<file path="src/rtl/ysyx_23060061_axil_master_if.sv">
// AXI-Lite bus bundle between the CPU-side master bridge and a memory-mapped slave.
interface ysyx_23060061_axil_master_if;
    // Read address / read data
    logic [31:0] araddr;
    logic        arvalid;
    logic        arready;
    logic [31:0] rdata;
    logic [1:0]  rresp;
    logic        rvalid;
    logic        rready;
    // Write address / write data / write response
    logic [31:0] awaddr;
    logic        awvalid;
    logic        awready;
    logic [31:0] wdata;
    logic [3:0]  wstrb;
    logic        wvalid;
    logic        wready;
    logic [1:0]  bresp;
    logic        bvalid;
    logic        bready;

    modport master (
        output araddr, arvalid, rready, awaddr, awvalid, wdata, wstrb, wvalid, bready,
        input  arready, rdata, rresp, rvalid, awready, wready, bresp, bvalid
    );

    modport slave (
        input  araddr, arvalid, rready, awaddr, awvalid, wdata, wstrb, wvalid, bready,
        output arready, rdata, rresp, rvalid, awready, wready, bresp, bvalid
    );
endinterface

</file>
<file path="src/rtl/ysyx_23060061_axil_master.sv">
// CPU load/store request to AXI-Lite bridge. One outstanding transaction at a time;
// sub-word accesses are lane-steered on the bus and right-aligned on the CPU side.
module ysyx_23060061_axil_master #(
    parameter bit ALIGN_CHECK = 1'b1
) (
    input  logic        clk,
    input  logic        rst,
    // CPU request
    input  logic        req_valid,
    output logic        req_ready,
    input  logic        req_wen,
    input  logic [31:0] req_addr,
    input  logic [1:0]  req_size,
    input  logic        req_signed,
    input  logic [31:0] req_wdata,
    // CPU response
    output logic        resp_valid,
    input  logic        resp_ready,
    output logic [31:0] resp_rdata,
    output logic        resp_err,
    // AXI-Lite bus
    ysyx_23060061_axil_master_if.master bus
);

    typedef enum logic [2:0] {
        StIdle,
        StRdAddr,
        StRdData,
        StWrXfer,
        StWrResp,
        StResp
    } state_e;

    state_e state_q, state_d;

    logic [31:0] addr_q, addr_d;
    logic [1:0]  size_q, size_d;
    logic        signed_q, signed_d;
    logic [31:0] wdata_q, wdata_d;
    logic [3:0]  wstrb_q, wstrb_d;
    logic        aw_done_q, aw_done_d;
    logic        w_done_q, w_done_d;
    logic [31:0] resp_rdata_q, resp_rdata_d;
    logic        resp_err_q, resp_err_d;

    logic        misaligned;
    logic        bad_req;
    logic [3:0]  req_wstrb;
    logic [31:0] req_wlane;
    logic [31:0] rd_shift;
    logic [31:0] rd_lane;
    logic        ar_fire;
    logic        aw_fire;
    logic        w_fire;

    // Classify the incoming request: illegal size always errors, misalignment only if checked.
    always_comb begin
        misaligned = ((req_size == 2'b01) && req_addr[0]) ||
                     ((req_size == 2'b10) && (req_addr[1:0] != 2'b00));
        bad_req    = (req_size == 2'b11) || (ALIGN_CHECK && misaligned);
    end

    // Steer write data into the addressed byte lanes and build the strobe.
    always_comb begin
        unique case (req_size)
            2'b00: begin
                req_wstrb = 4'b0001 << req_addr[1:0];
                req_wlane = {4{req_wdata[7:0]}};
            end
            2'b01: begin
                req_wstrb = 4'b0011 << req_addr[1:0];
                req_wlane = {2{req_wdata[15:0]}};
            end
            default: begin
                req_wstrb = 4'b1111;
                req_wlane = req_wdata;
            end
        endcase
    end

    // Pick the addressed lane out of the read beat and extend it.
    always_comb begin
        rd_shift = bus.rdata >> {addr_q[1:0], 3'b000};
        unique case (size_q)
            2'b00:   rd_lane = {{24{signed_q & rd_shift[7]}}, rd_shift[7:0]};
            2'b01:   rd_lane = {{16{signed_q & rd_shift[15]}}, rd_shift[15:0]};
            default: rd_lane = bus.rdata;
        endcase
    end

    assign ar_fire = bus.arvalid && bus.arready;
    assign aw_fire = bus.awvalid && bus.awready;
    assign w_fire  = bus.wvalid && bus.wready;

    // State register.
    always_ff @(posedge clk) begin
        if (rst) begin
            state_q <= StIdle;
        end else begin
            state_q <= state_d;
        end
    end

    // Next-state logic; each bus handshake is only looked at in its own state.
    always_comb begin
        state_d = state_q;
        unique case (state_q)
            StIdle: begin
                if (req_valid) begin
                    if (bad_req) begin
                        state_d = StResp;
                    end else if (req_wen) begin
                        state_d = StWrXfer;
                    end else begin
                        state_d = StRdAddr;
                    end
                end
            end
            StRdAddr: if (ar_fire) state_d = StRdData;
            StRdData: if (bus.rvalid) state_d = StResp;
            StWrXfer: begin
                if ((aw_done_q || aw_fire) && (w_done_q || w_fire)) begin
                    state_d = StWrResp;
                end
            end
            StWrResp: if (bus.bvalid) state_d = StResp;
            StResp:   if (resp_ready) state_d = StIdle;
            default:  state_d = StIdle;
        endcase
    end

    // Outputs are decoded from registered state only, so no input-to-output paths exist.
    always_comb begin
        req_ready   = 1'b0;
        bus.arvalid = 1'b0;
        bus.rready  = 1'b0;
        bus.awvalid = 1'b0;
        bus.wvalid  = 1'b0;
        bus.bready  = 1'b0;
        resp_valid  = 1'b0;
        unique case (state_q)
            StIdle:   req_ready = 1'b1;
            StRdAddr: bus.arvalid = 1'b1;
            StRdData: bus.rready = 1'b1;
            StWrXfer: begin
                bus.awvalid = !aw_done_q;
                bus.wvalid  = !w_done_q;
            end
            StWrResp: bus.bready = 1'b1;
            StResp:   resp_valid = 1'b1;
            default:  ;
        endcase
    end

    assign bus.araddr = {addr_q[31:2], 2'b00};
    assign bus.awaddr = {addr_q[31:2], 2'b00};
    assign bus.wdata  = wdata_q;
    assign bus.wstrb  = wstrb_q;
    assign resp_rdata = resp_rdata_q;
    assign resp_err   = resp_err_q;

    // Next values for the request capture, per-channel done flags and response latch.
    always_comb begin
        addr_d       = addr_q;
        size_d       = size_q;
        signed_d     = signed_q;
        wdata_d      = wdata_q;
        wstrb_d      = wstrb_q;
        aw_done_d    = aw_done_q;
        w_done_d     = w_done_q;
        resp_rdata_d = resp_rdata_q;
        resp_err_d   = resp_err_q;
        unique case (state_q)
            StIdle: begin
                if (req_valid) begin
                    addr_d       = req_addr;
                    size_d       = req_size;
                    signed_d     = req_signed;
                    wdata_d      = req_wlane;
                    wstrb_d      = req_wstrb;
                    aw_done_d    = 1'b0;
                    w_done_d     = 1'b0;
                    resp_rdata_d = 32'h0;
                    resp_err_d   = bad_req;
                end
            end
            StRdData: begin
                if (bus.rvalid) begin
                    resp_rdata_d = rd_lane;
                    resp_err_d   = (bus.rresp != 2'b00);
                end
            end
            StWrXfer: begin
                if (aw_fire) aw_done_d = 1'b1;
                if (w_fire)  w_done_d  = 1'b1;
            end
            StWrResp: begin
                if (bus.bvalid) begin
                    resp_rdata_d = 32'h0;
                    resp_err_d   = (bus.bresp != 2'b00);
                end
            end
            default: ;
        endcase
    end

    // Datapath registers.
    always_ff @(posedge clk) begin
        if (rst) begin
            addr_q       <= 32'h0;
            size_q       <= 2'b00;
            signed_q     <= 1'b0;
            wdata_q      <= 32'h0;
            wstrb_q      <= 4'b0000;
            aw_done_q    <= 1'b0;
            w_done_q     <= 1'b0;
            resp_rdata_q <= 32'h0;
            resp_err_q   <= 1'b0;
        end else begin
            addr_q       <= addr_d;
            size_q       <= size_d;
            signed_q     <= signed_d;
            wdata_q      <= wdata_d;
            wstrb_q      <= wstrb_d;
            aw_done_q    <= aw_done_d;
            w_done_q     <= w_done_d;
            resp_rdata_q <= resp_rdata_d;
            resp_err_q   <= resp_err_d;
        end
    end

endmodule

</file>
<file path="src/flat_wrapper.sv">
// flat-port wrapper written by rule: the top's interface ports become plain ports
module ysyx_23060061_axil_master_flat 
#(
    parameter bit ALIGN_CHECK = 1'b1
)
  (clk, rst, req_valid, req_ready, req_wen, req_addr, req_size, req_signed, req_wdata, resp_valid, resp_ready, resp_rdata, resp_err, bus_araddr, bus_arvalid, bus_rready, bus_awaddr, bus_awvalid, bus_wdata, bus_wstrb, bus_wvalid, bus_bready, bus_arready, bus_rdata, bus_rresp, bus_rvalid, bus_awready, bus_wready, bus_bresp, bus_bvalid);
  ysyx_23060061_axil_master_if bus_i ();
  input  logic clk;
  input  logic rst;
  input  logic req_valid;
  output logic req_ready;
  input  logic req_wen;
  input  logic [31:0] req_addr;
  input  logic [1:0] req_size;
  input  logic req_signed;
  input  logic [31:0] req_wdata;
  output logic resp_valid;
  input  logic resp_ready;
  output logic [31:0] resp_rdata;
  output logic resp_err;
  output wire logic [$bits(bus_i.araddr)-1:0] bus_araddr;
  output wire logic [$bits(bus_i.arvalid)-1:0] bus_arvalid;
  output wire logic [$bits(bus_i.rready)-1:0] bus_rready;
  output wire logic [$bits(bus_i.awaddr)-1:0] bus_awaddr;
  output wire logic [$bits(bus_i.awvalid)-1:0] bus_awvalid;
  output wire logic [$bits(bus_i.wdata)-1:0] bus_wdata;
  output wire logic [$bits(bus_i.wstrb)-1:0] bus_wstrb;
  output wire logic [$bits(bus_i.wvalid)-1:0] bus_wvalid;
  output wire logic [$bits(bus_i.bready)-1:0] bus_bready;
  input wire logic [$bits(bus_i.arready)-1:0] bus_arready;
  input wire logic [$bits(bus_i.rdata)-1:0] bus_rdata;
  input wire logic [$bits(bus_i.rresp)-1:0] bus_rresp;
  input wire logic [$bits(bus_i.rvalid)-1:0] bus_rvalid;
  input wire logic [$bits(bus_i.awready)-1:0] bus_awready;
  input wire logic [$bits(bus_i.wready)-1:0] bus_wready;
  input wire logic [$bits(bus_i.bresp)-1:0] bus_bresp;
  input wire logic [$bits(bus_i.bvalid)-1:0] bus_bvalid;
  assign bus_araddr = bus_i.araddr;
  assign bus_arvalid = bus_i.arvalid;
  assign bus_rready = bus_i.rready;
  assign bus_awaddr = bus_i.awaddr;
  assign bus_awvalid = bus_i.awvalid;
  assign bus_wdata = bus_i.wdata;
  assign bus_wstrb = bus_i.wstrb;
  assign bus_wvalid = bus_i.wvalid;
  assign bus_bready = bus_i.bready;
  assign bus_i.arready = bus_arready;
  assign bus_i.rdata = bus_rdata;
  assign bus_i.rresp = bus_rresp;
  assign bus_i.rvalid = bus_rvalid;
  assign bus_i.awready = bus_awready;
  assign bus_i.wready = bus_wready;
  assign bus_i.bresp = bus_bresp;
  assign bus_i.bvalid = bus_bvalid;
  ysyx_23060061_axil_master #(.ALIGN_CHECK(ALIGN_CHECK)) u_core (.clk(clk), .rst(rst), .req_valid(req_valid), .req_ready(req_ready), .req_wen(req_wen), .req_addr(req_addr), .req_size(req_size), .req_signed(req_signed), .req_wdata(req_wdata), .resp_valid(resp_valid), .resp_ready(resp_ready), .resp_rdata(resp_rdata), .resp_err(resp_err), .bus(bus_i));
endmodule
</file>
<file path="config.mk">
export PLATFORM = sky130hd
export DESIGN_NAME = ysyx_23060061_axil_master_flat
export DESIGN_NICKNAME = d
export VERILOG_FILES = /design/src/rtl/ysyx_23060061_axil_master_if.sv /design/src/rtl/ysyx_23060061_axil_master.sv /design/src/flat_wrapper.sv
export SDC_FILE = /design/constraint.sdc
export NUM_CORES = 1
export LEC_CHECK = 0
export BUFFER_PORTS_ARGS = -buffer_cell sky130_fd_sc_hd__buf_2
export CORE_MARGIN = 3
export CORE_UTILIZATION = 47
export DETAILED_ROUTE_END_ITERATION = 8
export PLACE_DENSITY = 0.86
export REMOVE_ABC_BUFFERS = 1
export SLEW_MARGIN = 20
export SYNTH_ARGS = -nofsm -noshare
export SYNTH_HDL_FRONTEND = slang
export SYNTH_SLANG_ARGS = --single-unit
</file>
<file path="constraint.sdc">
create_clock -name clk -period 2 [get_ports clk]
set_input_delay 0.4 -clock clk [delete_from_list [all_inputs] [get_ports clk]]
set_output_delay 0.4 -clock clk [all_outputs]
set_load 0.02 [all_outputs]
</file>
==> flow_summary.yaml, run 1 <==
outcome:
  status: "finished, final reports clean"
cts:
  clock-sinks: 109
  postCtsHoldBufs: 0
  cts_resized: 2
  cts_root_buf: "clkbuf_8"
  clockBufferDepth: 2
  clk_pin_slew_worst_paths_ns: 0.11
  cts_setup_buffers: 0
  cts_tree: "done"
  cts_inserted_buffers: 9
  htree_levels: 3
  clk_latency_ns: 0.37
hold_path:
  hold_depth: 3
  min_delay_worst_endpoint: "u_core.addr_q[8]$_SDFFE_PP0P_"
  min-delay-path-class: "in2reg"
  min_from: "req_addr[8]"
routing:
  drt_pass1_iterations: 5
  initialDrtViolationCount: 376
  routed_wl_um: 14700
  wl_per_cell_um: 15.77
  via_per_inst: 5.437
  vias: 5067
  antenna_left: 0
  drc: 0
worst_setup_path:
  critPathRequiredTime_ns: 1.60
  criticalPathCategory: "reg2out"
  critPathMaxFanout: 9
  crit_path_start_kind: "register"
  r2r_slack_ns: 0.21
  cp_num_buf_inv: 2
  cp-end-kind: "output port"
  cp_top_family: "buffers and inverters"
  crit_chain: "buf_4 -> nor3b_1 -> buf_2"
  cp_slowest_stage_delay_ns: 0.37
  r2r_cells: 4
  rr_endpoint: "u_core.resp_rdata[27]$_SDFFE_PP0P_"
  cp.arrival_ns: 1.46
  cpMaxStageDelayCell: "dfxtp_2"
  reg2reg_from: "u_core.state_q[2]$_SDFFE_PP0P_"
  crit_start: "u_core.state_q[0]$_SDFFE_PP0P_"
sta:
  hold_viol_final: 0
  rsz0062_at_grt: "no"
  tns_ns: 0
  period_share_pct: 92.87
  fin_crit_ns: 1.857
  fin_skew_ns: 0.02065
  relSlewSlack_pct: 45.29
  setup_viol: 0
  slew_violations: 0
  fmax_ghz: 0.5384
  tightest_slew_ns: 0.8206
yosys:
  yosysWarnings: 0
  synth_common_cells: "119 x nand2_1, 109 x dfxtp_1, 65 x buf_4, 57 x a21oi_1, 36 x nor2_1"
  synth_most_common_cell: "nand2_1"
  yosysSeqAreaShare_pct: 41.77
  ys_seq_elements: 109
  synth-main-ff-cell: "dfxtp_1"
  synth.cell_area_um2: 5224
  yosysUniqueCellTypes: 53
  synth_top_area_share_pct: 41.77
  synth_edf_count: 0
  syn_avg_cell_area_um2: 8.412
  synthCells: 621
  synthTopCellsByArea: "dfxtp_1 42%, buf_4 9.3%, nand2_1 8.6%, a21oi_1 5.5%, mux2i_1 5.4%"
  synth_top_area_cell: "dfxtp_1"
  synth_async_sr_flop_share_pct: 0
global_route:
  grt_use_total_pct: 22.35
  antenna_found_initial: 2
  grt_pass1_vias: 4738
  grt_first_pass_wirelength_um: 23360
  overflow: 0
  grt_max_degree: 91
cells_and_area:
  nets: 904
  final_util_pct: 59.93
  final_cell_area_um2: 6326
  insertedDiodeCount: 0
  area_growth_pct: 21.10
  final_layout_size_suffix_gt1_share_pct: 37.31
pwr:
  p_leak_uw: 0.002975
  power_frac_clock_pct: 21.1
  seq_power_share_pct: 44.4
  swShare_pct: 38.51
  power.share.combinational_pct: 34.6
  switchingPower_uw: 2278
  ir_drop_v: 0.0004919
  power.internal_uw: 3638
  p_per_area_nw_per_um2: 935.2
place:
  hpwl_um: 10870
  placedInstanceArea_um2: 6146
  gp_congestion: 0.9316
  portBuffers: 248
floorplanning:
  dieArea_um2: 12420
  ioPinCount: 253
  floorplan.rows: 37
  fp.dieW_um: 111.4
  initial_core_util_pct: 49.49
  coreArea_um2: 10560
  chipHeight_um: 111.4
job:
  cap_violations: 0
[cells in the final DEF (no fill, tap or decap), types with 2 or more instances in the layout]
cell type   count
conb_1          4
buf_4          16
buf_12          4
clkinvlp_4      2
mux2i_1        28
a311oi_1       10
a22o_1          2
o211ai_1       18
nor3_1         10
buf_2         248
nand3b_1        8
nand2_1       118
a211o_1         2
nand2_2         2
o21ai_1         2
a2bb2oi_1       6
inv_1           3
a21oi_1        57
clkbuf_8        9
o21ai_0        27
nand2b_1        2
a22oi_1         2
nor2_1         36
a211oi_1        8
dfxtp_1       106
o2bb2ai_1      15
a221o_1        16
nand3_1         2
inv_6           2
dfxtp_2         2
[worst max path at each step]
| stage | to | cells after the start |
|---|---|---|
| after CTS | bus_wvalid | 4 |
| after global routing | bus_bready | 2 |
| after global placement | u_core.resp_rdata[29]$_SDFFE_PP0P_ | 5 |
| final | bus_bready | 3 |
| after floorplan | u_core.bus.wdata[24]$_SDFFE_PP0P_ | 4 |
| after detailed placement | u_core.resp_rdata[16]$_SDFFE_PP0P_ | 4 |
[sequential cells by signal, indices dropped and copies added (netlist names)]
register           cells
u_core.size_q          2
u_core.signed_q        1
u_core.bus.wstrb       4
u_core.aw_done_q       1
u_core.addr_q         32
u_core.bus.wdata      32
u_core.resp_rdata     32
u_core.resp_err        1
u_core.w_done_q        1
u_core.state_q         3
[cells by family after synthesis]
family | share of synthesized area [%]
and+or+nand+nor | 15.90
buffers and inverters | 13.84
AOI/OAI and AO/OA | 22.23
xor gates and xnor gates | 0.1677
DFF | 41.77
other | 0.07179
muxes | 6.012
[per-layer routing]
metal / vias up / track usage [%] / wire (um)
li1: 2452 / - / -
met1: 2342 / 26.96 / 5828
met2: 241 / 38.48 / 7223
met3: 28 / 6.685 / 1332
met4: 4 / 6.732 / 278
met5: - / 0 / 32
[stage by stage]
step | hold slack (ns) | power [uW] | worst slack (ns) | instances
3_5_place_dp | 0.4458 | 4712 | 0.1575 | 916
5_1_grt | 0.2383 | 6253 | 0.03626 | 932
4_1_cts | 0.2382 | 5943 | 0.04292 | 932
2_1_floorplan | 0.4444 | 3853 | -0.9330 | 512
3_3_place_gp | 0.4390 | 4676 | 0.1739 | 916
6_report | 0.2615 | 5916 | 0.1426 | 932
[final cells by class]
class	count	area [um^2]
Clock buffer	10	127.6
Clock inverter	6	46.29
Fill cell	982	4229
Inverter	5	18.77
Multi-Input combinational cell	398	2333
Sequential cell	109	2188
Tap cell	136	170.2
Timing Repair Buffer	268	1441
[power by group through the flow]
stage	logic, uW	clock network [uW]	registers, uW
6_report	2050	1250	2620
5_1_grt	2230	1360	2660
4_1_cts	2050	1270	2620
3_5_place_dp	2050	0	2660
3_3_place_gp	2020	0	2660
2_1_floorplan	801	0	3050
[worst register-to-register path: stages, from the launching register on]
cell and delay, ns:
dfxtp_2 0.42, nor4_1 0.36, buf_4 0.24, and2_1 0.50, a221o_1 0.25
No activity file was read; power rests on OpenSTA's default activity.
==> run 2: changes to the inputs <==
- CORE_ASPECT_RATIO: default -> 1.4
==> flow_summary.yaml, run 2 (synthesis gave the netlist of run 1 again) <==
outcome:
  status: "finished, final reports clean"
routing:
  drc: 0
  routed_wl_um: 14720
  vias: 5030
  initialDrtViolationCount: 176
  via_per_inst: 5.362
  wl_per_cell_um: 15.69
  antenna_left: 0
  drt_pass1_iterations: 4
worst_setup_path:
  r2r_cells: 7
  cp-end-kind: "output port"
  critPathRequiredTime_ns: 1.60
  crit_path_start_kind: "register"
  critPathMaxFanout: 10
  r2r_slack_ns: 0.19
  reg2reg_from: "u_core.state_q[1]$_SDFFE_PP0P_"
  cp.arrival_ns: 1.52
  rr_endpoint: "u_core.resp_rdata[26]$_SDFFE_PP0P_"
  criticalPathCategory: "reg2out"
cells_and_area:
  area_growth_pct: 24.53
  final_layout_size_suffix_gt1_share_pct: 37.75
  final_cell_area_um2: 6505
  layout_commonest_cell: "buf_2"
  nets: 909
  nFillCells: 946
  insertedDiodeCount: 0
  mostFrequentLayoutCells: "246 x buf_2, 118 x nand2_1, 106 x dfxtp_1"
floorplanning:
  fp.dieW_um: 95.10
  chipHeight_um: 130.7
  coreArea_um2: 10630
  ioPinCount: 253
  floorplan.rows: 44
  initial_core_util_pct: 49.16
  dieArea_um2: 12430
global_route:
  antenna_found_initial: 0
  grt_max_degree: 65
  grt_first_pass_wirelength_um: 22470
  grt_use_total_pct: 22.60
  overflow: 0
  grt_pass1_vias: 4675
sta:
  slew_violations: 0
  setup_slack_ns: 0.08327
  fin_crit_ns: 1.917
  fin_skew_ns: 0.01159
  whs_ns: 0.2920
  rsz0062_at_grt: "no"
  period_share_pct: 95.84
  relSlewSlack_pct: 56.67
  setup_viol: 0
  fmax_ghz: 0.5217
  tightest_slew_ns: 0.6499
  hold_viol_final: 0
cts:
  clk_pin_slew_worst_paths_ns: 0.07
  clk_latency_ns: 0.34
  htree_levels: 3
  cts_tree: "done"
  postCtsHoldBufs: 0
  clock-sinks: 109
  clockBufferDepth: 2
  cts_root_buf: "clkbuf_16"
  cts_inserted_buffers: 9
pwr:
  p_per_area_nw_per_um2: 1009
  ir_drop_v: 0.0005588
  p_leak_uw: 0.003067
hold_path:
  hold_depth: 3
  min_from: "req_addr[19]"
  min-delay-path-class: "in2reg"
  min_delay_worst_endpoint: "u_core.addr_q[19]$_SDFFE_PP0P_"
place:
  placedInstanceArea_um2: 6157
  hpwl_um: 11160
  portBuffers: 248
  gp_congestion: 0.9445
  place_ws_ns: 0.2500
job:
  cap_violations: 0
==> run 2: how the worst max path moves through the flow <==
stage,start,end
detailed placement,u_core.state_q[1]$_SDFFE_PP0P_,u_core.resp_rdata[22]$_SDFFE_PP0P_
global placement,rst,u_core.resp_rdata[26]$_SDFFE_PP0P_
finish,u_core.state_q[2]$_SDFFE_PP0P_,bus_wvalid
CTS,u_core.state_q[0]$_SDFFE_PP0P_,bus_wvalid
global route,u_core.state_q[2]$_SDFFE_PP0P_,bus_wvalid
floorplan,u_core.state_q[2]$_SDFFE_PP0P_,u_core.bus.wdata[24]$_SDFFE_PP0P_
==> run 2: cell type report <==
cell class | instances | area [um^2] | share of cell area, %
repair buffers | 273 | 1471 | 22.62
flip-flops and latches | 109 | 2191 | 33.68
well taps | 138 | 172.7 | 2.654
clock buffers | 10 | 229.0 | 3.520
clock inverters | 5 | 82.58 | 1.269
multi-input cells | 398 | 2340 | 35.97
inverters | 5 | 18.77 | 0.2885
==> run 2: critical path: stages, from the launching register on <==
cell,delay (ns)
dfxtp_4,0.39
buf_4,0.16
or3_1,0.38
nor2_1,0.10
buf_4,0.15
==> run 2: per-layer routing <==
layer,vias up,routed length [um],GRT usage (%)
li1,2464,-,-
met1,2285,5411,25.31
met2,240,7370,38.35
met3,41,1341,6.472
met4,0,596,12.23
met5,-,0,0
==> run 2: repair_timing <==
action	4_1_cts	5_1_grt
endpoints found under the setup margin	3	2
setup buffers	0	3
gates resized for setup	2	5
pin swaps	0	0
==> run 2: stage by stage <==
| step | TNS [ns] | util, % | total power, uW | std cells |
|---|---|---|---|---|
| 3_3_place_gp | 0 | 57.95 | 4661 | 920 |
| 3_5_place_dp | 0 | 57.95 | 4700 | 920 |
| 5_1_grt | 0 | 61.22 | 6915 | 938 |
| 2_1_floorplan | -61.88 | - | 3853 | 512 |
| 4_1_cts | 0 | 60.90 | 6590 | 935 |
| 6_report | 0 | 61.22 | 6563 | 938 |
==> run 2: power breakdown <==
part	switching (uW)	leakage (uW)	internal [uW]
combinational	1310	0.00202	745
clock	788	0.000153	1100
sequential	188	0.000892	2430
